===== src/rtl/fdiv_pkg.sv =====
// rtl/fdiv_pkg.sv - shared binary32 field widths, constants and FIFO entry type for the divider output stage
package fdiv_pkg;

  localparam int SIGN_W = 1;
  localparam int EXP_W  = 8;
  localparam int FRAC_W = 23;
  localparam int WORD_W = SIGN_W + EXP_W + FRAC_W;

  localparam logic [EXP_W-1:0]  EXP_MAX  = 8'hFF;
  localparam int                EXP_BIAS = 127;
  localparam logic [WORD_W-1:0] QNAN     = 32'h7FC00000;

  // Packed result plus its classification, stored together in one FIFO slot
  typedef struct packed {
    logic [WORD_W-1:0] word;
    logic              nan;
    logic              inf;
    logic              zero;
  } fdiv_entry_t;

  // Classify a packed binary32 word; subnormals are neither zero nor special
  function automatic fdiv_entry_t classify(input logic [WORD_W-1:0] w);
    fdiv_entry_t e;
    e.word = w;
    e.nan  = (w[30:23] == EXP_MAX) && (w[22:0] != '0);
    e.inf  = (w[30:23] == EXP_MAX) && (w[22:0] == '0);
    e.zero = (w[30:0] == '0);
    return e;
  endfunction

endpackage


===== src/rtl/fdiv_pack.sv =====
// rtl/fdiv_pack.sv - canonicalises and packs one divider result into a classified binary32 entry
module fdiv_pack
  import fdiv_pkg::*;
#(
  parameter bit CANON_NAN = 1'b1,
  parameter bit FTZ       = 1'b1
) (
  input  logic              res_sign,
  input  logic [EXP_W-1:0]  res_exp,
  input  logic [FRAC_W-1:0] res_frac,
  input  logic              res_error,
  input  logic              res_overflow,
  output fdiv_entry_t       entry
);

  logic              is_nan;
  logic [WORD_W-1:0] word;

  // Pack rules in priority order: NaN, infinity, flushed zero, plain value
  always_comb begin
    word   = {res_sign, res_exp, res_frac};
    is_nan = res_error || ((res_exp == EXP_MAX) && (res_frac != '0));
    if (is_nan) begin
      if (CANON_NAN) word = QNAN;
    end else if (res_overflow || (res_exp == EXP_MAX)) begin
      word = {res_sign, EXP_MAX, {FRAC_W{1'b0}}};
    end else if ((res_exp == '0) && FTZ) begin
      word = {res_sign, {(WORD_W-1){1'b0}}};
    end
    entry = classify(word);
  end

endmodule


===== src/rtl/fdiv_out_stage.sv =====
// rtl/fdiv_out_stage.sv - divider output FIFO with binary32 packing; FDIV_STATUS_EN adds sticky status flags
module fdiv_out_stage
  import fdiv_pkg::*;
#(
  parameter int DEPTH     = 4,
  parameter bit CANON_NAN = 1'b1,
  parameter bit FTZ       = 1'b1
) (
  input  logic              clk,
  input  logic              rst,
  input  logic              in_valid,
  output logic              in_ready,
  input  logic              in_sign,
  input  logic [EXP_W-1:0]  in_exp,
  input  logic [23:0]       in_frac,
  input  logic              in_error,
  input  logic              in_overflow,
  output logic              out_valid,
  input  logic              out_ready,
  output logic [WORD_W-1:0] out_data,
  output logic              out_nan,
  output logic              out_inf,
`ifdef FDIV_STATUS_EN
  output logic              out_zero,
  input  logic              status_clr,
  output logic              sts_invalid,
  output logic              sts_inf,
  output logic              sts_zero
`else
  output logic              out_zero
`endif
);

  localparam int PW = $clog2(DEPTH);
  localparam int CW = PW + 1;
  localparam logic [CW-1:0] FULL = CW'(DEPTH);

  fdiv_entry_t   mem [DEPTH];
  fdiv_entry_t   wr_entry;
  fdiv_entry_t   head;
  logic [PW-1:0] wr_ptr;
  logic [PW-1:0] rd_ptr;
  logic [CW-1:0] count;
  logic          do_wr;
  logic          do_rd;
  logic          unused_frac_msb;

  assign unused_frac_msb = in_frac[23];

  fdiv_pack #(
    .CANON_NAN (CANON_NAN),
    .FTZ       (FTZ)
  ) u_pack (
    .res_sign     (in_sign),
    .res_exp      (in_exp),
    .res_frac     (in_frac[22:0]),
    .res_error    (in_error),
    .res_overflow (in_overflow),
    .entry        (wr_entry)
  );

  assign in_ready  = (count != FULL);
  assign out_valid = (count != '0);
  assign do_wr     = in_valid && in_ready;
  assign do_rd     = out_valid && out_ready;
  assign head      = mem[rd_ptr];

  assign out_data = out_valid ? head.word : '0;
  assign out_nan  = out_valid && head.nan;
  assign out_inf  = out_valid && head.inf;
  assign out_zero = out_valid && head.zero;

  // Pointer and occupancy bookkeeping; pointers wrap naturally at power-of-two depth
  always_ff @(posedge clk) begin
    if (rst) begin
      wr_ptr <= '0;
      rd_ptr <= '0;
      count  <= '0;
    end else begin
      if (do_wr) wr_ptr <= wr_ptr + PW'(1);
      if (do_rd) rd_ptr <= rd_ptr + PW'(1);
      case ({do_wr, do_rd})
        2'b10:   count <= count + CW'(1);
        2'b01:   count <= count - CW'(1);
        default: count <= count;
      endcase
    end
  end

  // Entry storage; contents are left stale on reset since count masks them
  always_ff @(posedge clk) begin
    if (!rst && do_wr) mem[wr_ptr] <= wr_entry;
  end

`ifdef FDIV_STATUS_EN
  // Sticky class flags; a set on an accepted write overrides a same-cycle clear
  always_ff @(posedge clk) begin
    if (rst) begin
      sts_invalid <= 1'b0;
      sts_inf     <= 1'b0;
      sts_zero    <= 1'b0;
    end else begin
      sts_invalid <= (sts_invalid && !status_clr) || (do_wr && wr_entry.nan);
      sts_inf     <= (sts_inf && !status_clr)     || (do_wr && wr_entry.inf);
      sts_zero    <= (sts_zero && !status_clr)    || (do_wr && wr_entry.zero);
    end
  end
`endif

endmodule

===== config.mk =====
export PLATFORM = sky130hd
export DESIGN_NAME = fdiv_out_stage
export DESIGN_NICKNAME = d
export VERILOG_FILES = /design/src/rtl/fdiv_pkg.sv /design/src/rtl/fdiv_pack.sv /design/src/rtl/fdiv_out_stage.sv
export SDC_FILE = /design/constraint.sdc
export NUM_CORES = 1
export LEC_CHECK = 0
export CORE_AREA = 5 5 112 114
export CTS_BUF_LIST = sky130_fd_sc_hd__clkbuf_16
export CTS_CLUSTER_DIAMETER = 40
export DETAILED_ROUTE_END_ITERATION = 8
export DIE_AREA = 0 0 117 119
export MAX_ROUTING_LAYER = met4
export PLACE_DENSITY = 0.78
export SYNTH_ARGS = -nofsm -noshare
export SYNTH_HDL_FRONTEND = slang
export SYNTH_SLANG_ARGS = --single-unit

===== constraint.sdc =====
create_clock -name clk -period 2.7 [get_ports clk]
set_input_delay 0.54 -clock clk [delete_from_list [all_inputs] [get_ports clk]]
set_output_delay 0.54 -clock clk [all_outputs]
set_load 0.01 [all_outputs]

# After elaboration in Yosys (flattened, before gate mapping)
# Memories as Yosys holds them, arrays and structs flattened. A register that Yosys moved wholly into a read port is not among the register bits.
# Index checks and enable logic that the tools add are counted.
[totals]
mem_count = 1
ff_bits = 7
inputBits = 39
ramBits = 140
[classes]
n_addsub = 4
n_eq_ne = 5
mux = 9
n_reduce_logical = 19
[mem_list]
columns = ["memory", "depth", "word_bits", "rd", "rd_clocked_by_memory_dff", "wr", "line_no", "rtl"]
rows = [
  ["mem", 4, 35, 1, 1, 1, "fdiv_out_stage.sv:38", "fdiv_entry_t mem [DEPTH];"],
]
[ops]
columns = ["operator", "count"]
rows = [
  ["$mux W32", 2],
  ["$mux W31", 2],
  ["$reduce_bool A23 Y1", 2],
  ["$logic_not A31 Y1", 1],
  ["$logic_not A23 Y1", 1],
  ["$eq A8 B8 Y1 const B", 2],
  ["$logic_and A1 B1 Y1", 9],
  ["$logic_not A8 Y1", 1],
  ["$pmux W3 S2", 1],
  ["$add A2 B1 Y2 const B", 2],
  ["$mux W2", 2],
  ["$add A3 B1 Y3 const B", 1],
  ["$ne A3 B3 Y1 const B", 1],
  ["$reduce_bool A3 Y1", 1],
  ["$sub A3 B1 Y3 const B", 1],
  ["$eq A2 B1 Y1 const B", 1],
  ["$eq A2 B2 Y1 const B", 1],
  ["$logic_or A1 B1 Y1", 2],
  ["$mux W1", 2],
  ["$reduce_bool A2 Y1", 1],
  ["$logic_not A1 Y1", 1],
]

# Depth between registers and ports, before layout
[logic_depth]
depth_word = 6
ltp_mapped = 9
mapped_depth_nobuf = 8

# Hierarchy
# A second synthesis with hierarchy kept.
[unflattened]
cells_unflattened = 335
area_unflattened_um2 = 6165.9
[modules_own_cells]
columns = ["module", "n_inst", "area_each_um2", "seq_area_each_um2", "cells_each"]
rows = [
  ["fdiv_out_stage", 1, 5780.5, 4384.2, 276],
  ["fdiv_pack", 1, 385.4, 0.0, 59],
]

# Least setup slack after synthesis
# OpenSTA, ideal clock, no wires.
[synth_path]
path_kind = "reg-to-reg"
startpoint = "register count[1]"
endpoint = "register count[2]"
path_slack_ns = 0.519
arrival_ns = 2.110
synth_period_minus_slack_ns = 2.181
required_ns = 2.630
stages_incl_launch_ff = 9
path_cell_list = "dfxtp_1 or3b_2 nand2_2 ha_1 inv_1 fa_1 xor2_1 or3_1 a21oi_1"
[synth_between]
elab_chain_len = 4
elab_cells_between_ends = 10
[synth_rtl]
columns = ["item", "line_no", "rtl"]
rows = [
  ["start: declaration", "fdiv_out_stage.sv:43", "logic [CW-1:0] count;"],
  ["start signal: assignment", "fdiv_out_stage.sv:83", "2'b10: count <= count + CW'(1);"],
  ["start signal: assignment", "fdiv_out_stage.sv:84", "2'b01: count <= count - CW'(1);"],
  ["start signal: assignment", "fdiv_out_stage.sv:85", "default: count <= count;"],
  ["$ne A3 B3 Y1 *", "fdiv_out_stage.sv:62", "assign in_ready = (count != FULL);"],
  ["named net in_ready", "fdiv_out_stage.sv:12", "output logic in_ready,"],
  ["$logic_and A1 B1 Y1 *", "fdiv_out_stage.sv:64", "assign do_wr = in_valid && in_ready;"],
  ["$eq A2 B1 Y1 or $eq A2 B2 Y1 (tied branches)", "fdiv_out_stage.sv:82", "case ({do_wr, do_rd})"],
  ["$pmux W3 S2 or $reduce_bool A2 Y1 (tied branches)", "n/a", ""],
]
# Mark *: on every way through the listed nets, which the timed path passes. The rest lies on a longest branch.
# A chain may end at the register's enable or synchronous reset.

==> results.rst <==
.. list-table::
   :header-rows: 1

   * - Metric
     - Value
   * - Main combinational cell family by area after synthesis
     - multiplexers
   * - Parity-gate share of the synthesized area counting xor and xnor cells
     - less than 1%
   * - Buffer depth of the longest clock path
     - 2
   * - Total routing usage reported by global routing
     - 19.8%
   * - Cell-internal power
     - between 5000 and 6000 uW
   * - Max Fclk
     - ~380 MHz
   * - Met3 wire length
     - 756 um
   * - Cell-by-cell listing of the critical path
     - buf_12, buf_4, mux4_1, and2_1, dlygate4sd2_1
   * - Layout Skew
     - between 0.006 and 0.007 ns
   * - Leading area contributor after synthesis
     - sky130_fd_sc_hd__edfxtp_1
   * - Die area
     - between 10000 and 15000 um2
   * - Reg power frac
     - between 30 and 40%
   * - Count of TritonRoute iterations in the first routing pass
     - 5
   * - Crit path kind
     - reg -> out
   * - Synthesized cell area
     - 6170 um2
   * - Warnings, synthesis
     - 0
   * - Via count of the first global-routing pass
     - 3511
   * - # port buffers
     - 74
   * - Inst Count DP
     - approximately 540
   * - Top_reg_cell synth
     - sky130_fd_sc_hd__edfxtp_1
   * - Share of power burned in combinational logic
     - about a third
   * - Syn nets
     - around 380
   * - Worst-skew pair later-pin latency
     - approximately 0.42 ns
   * - Slowest Stage Delay on Critical Path
     - 0.54 ns
   * - Share of the synthesized area in the top cell type
     - approximately 70%
   * - N_diodes
     - 0
   * - Number of flops mapped to enable cells by yosys
     - 140
   * - Setup slack at placement
     - 0.0327 ns
   * - Clock group share of total power
     - 30.0%
   * - Basic-gate share of the synthesized area counting and, or, nand and nor cells
     - 10.6%
   * - Routed length on met2
     - approximately 6800 um
   * - Cell at the root of the clock tree
     - sky130_fd_sc_hd__clkbuf_16
   * - Nets
     - 479
   * - # setup viols final
     - 0
   * - Violation count after the first detailed-route iteration
     - just over 200
   * - Number of I/O pins
     - 76
   * - Mapped Cells
     - 330
   * - Clock buffers created by TritonCTS
     - 17
   * - Adder and majority cell fraction of the synthesized area
     - under 10%
   * - Worst R2R Path Depth
     - 8
   * - Max Transition Viols Final
     - 0
   * - Rows
     - 39
   * - Antenna violations before repair
     - 0
   * - Actual slew at the worst max-slew pin
     - about 1.1 ns
   * - DR vias/cell
     - around 5.6
   * - Maximum number of pins on one net before global-route repair
     - 39
   * - Total congestion overflow
     - 0
   * - Per-instance average area after synthesis
     - ~19 um2
   * - Die span in x
     - 117 um
   * - Path category of the worst min-delay check
     - reg -> reg
   * - Cell Count, Final, Fillers Out
     - slightly below 600
   * - Slowest-stage cell, CP
     - sky130_fd_sc_hd__mux4_1
   * - Clock input transition at the sequential cells of the worst setup and hold paths
     - 0.06 ns
   * - Routability-driven placement congestion ratio
     - a little over 0.7
   * - Final-report hold violation count
     - 0
   * - Leakage power summed over all cells
     - about 0.0028 uW
   * - Maximum vdd ir drop
     - 0.685 mV
   * - Commonest non-fill, non-tap cells in the layout
     - sky130_fd_sc_hd__edfxtp_1 (140), sky130_fd_sc_hd__and2_1 (57), sky130_fd_sc_hd__clkdlybuf4s50_1 (40), sky130_fd_sc_hd__mux4_2 (32), sky130_fd_sc_hd__dlygate4sd2_1 (30)
   * - Crit path launch type
     - flop
   * - Fraction of power spent switching nets
     - 28.2%
   * - Max H-tree Level
     - 4
   * - Clock sinks
     - roughly 150
   * - Status
     - complete, no violations
   * - CTS tree
     - built
   * - Global-route wire length before repair
     - roughly 19000 um
   * - Crit end category
     - output port
   * - WHS Path Cells
     - 2
   * - Post-CTS Hold Fix Bufs
     - 0
   * - Final ANT Viol Nets
     - 0
   * - Data required time at the worst endpoint
     - ~2.2 ns
   * - Detailed-routing wirelength on met1
     - a little under 5000 um
   * - Layout cells sized above 1
     - between 20% and 30%
   * - # DRC
     - 0
   * - Height of the chip
     - 119 um
   * - Number of max-cap violations
     - 0
   * - DR vias
     - between 3k and 4k
   * - Core region area
     - ~11000 um2
   * - Final worst path period need
     - around 2.6 ns
   * - Post-synthesis compound-gate area fraction
     - less than 1%
   * - Portion of netlist area occupied by mux cells
     - between 10% and 20%
   * - Leading cell type in the layout, fill and taps excluded
     - sky130_fd_sc_hd__edfxtp_1
   * - Synth unique cells
     - 34
   * - Seq/Total Area, Yosys
     - ~71%
   * - Final setup slack of the worst path
     - between 0.05 and 0.06 ns
   * - Rel. slew slack
     - about 30%
   * - Net Switching
     - 2060 uW
   * - Yosys reg bits
     - 149
   * - Highest layer used for signal routing
     - met4
   * - Average wire per cell in the routed design
     - 21.6 um
   * - Area growth from synthesis to layout
     - 26.5%
   * - Arrival time worst endpoint
     - 2.11 ns
   * - Power Density
     - just over 900 nW/um2
   * - Half-perimeter wire length of the detailed placement result
     - between 7000 and 8000 um
   * - Fraction of registers with async set or reset after synthesis
     - 0%
   * - Final period util
     - just under 100%
   * - CP max FO
     - 9
   * - Cells taking the most area after synthesis
     - sky130_fd_sc_hd__edfxtp_1 (68%), sky130_fd_sc_hd__mux4_2 (11%), sky130_fd_sc_hd__and2_1 (6.2%)
   * - Wire length after detailed routing
     - about 13000 um
   * - Effective utilization at floorplan
     - a little over half
-- final cells by class --
class / instances / area [um2]
sequential: 149 / 4390
multi-input combinational: 159 / 1640
inverter: 5 / 18.8
fill: 723 / 3510
timing repair buffer: 102 / 1030
clock inverter: 15 / 135
tap: 143 / 179
clock buffer: 17 / 425
-- stage by stage --
stage	setup TNS (ns)	util [%]	total power [uW]	hold WS, ns	area [um2]
finish	0	69.0	7300	0.511	7810
global route	-0.0160	69.0	7630	0.554	7810
CTS	-0.114	67.9	7200	0.511	7680
detailed placement	0	62.9	5100	0.503	7120
global placement	0	62.9	5060	0.481	7120
floorplan	0	-	4120	0.462	6170
-- Yosys cell counts (all sizes together) (4+ instances only) --
library cell    n
and2           62
buf             8
clkbuf          9
dfxtp           9
edfxtp        140
ha              5
inv             5
mux4           35
nand2           4
nor2           10
nor4            7
or3            10
-- critical path, delay by kind of cell (launching register included) --
kind | cells | cell delay (ns)
buf+inv | 3 | 0.54
flops | 1 | 0.41
mux | 1 | 0.54
simple gates | 1 | 0.19
-- power by group through the flow --
stage,combinational [uW],sequential [uW],clock [uW]
3_5_place_dp,2310,2790,0
6_report,2340,2770,2190
3_3_place_gp,2280,2780,0
4_1_cts,2210,2760,2220
2_1_floorplan,1350,2770,0
5_1_grt,2520,2780,2320
-- metal layers --
layer / track usage (%) / vias up
met4: 7.81 / 0
met5: - / -
li1: - / 1509
met1: 23.7 / 1666
met3: 4.61 / 22
met2: 32.4 / 114
-- path summary, 6_finish.rpt --
kind | slack, ns | start | end
worst max-delay path | 0.05 | flop | out_data[0]
worst min-delay path | 0.51 | wr_ptr[1] | wr_ptr[1]
worst max register to register | 0.39 | count[2] | count[2]
worst min register to register | 0.51 | wr_ptr[1] | wr_ptr[1]
-- what timing repair did --
action,CTS,global route
cloned,1,0
buffers inserted,0,14
endpoints found under the setup margin,33,6
resized for setup,35,6
-- registers in the layout (all words and copies together), names as in the netlist, named ones only --
name / count
mem: 140
rd_ptr: 2
wr_ptr: 2
count: 3
-- cells by family (layout without fill, tap and decap cells) --
family | after synthesis | count (layout)
simple gates | 106 | 106
fa+ha+maj | 6 | 6
mux | 35 | 35
flops | 149 | 149
compound gates | 7 | 7
buf+inv | 22 | 139
xor+xnor | 5 | 5
No activity file was read; power rests on OpenSTA's default activity.
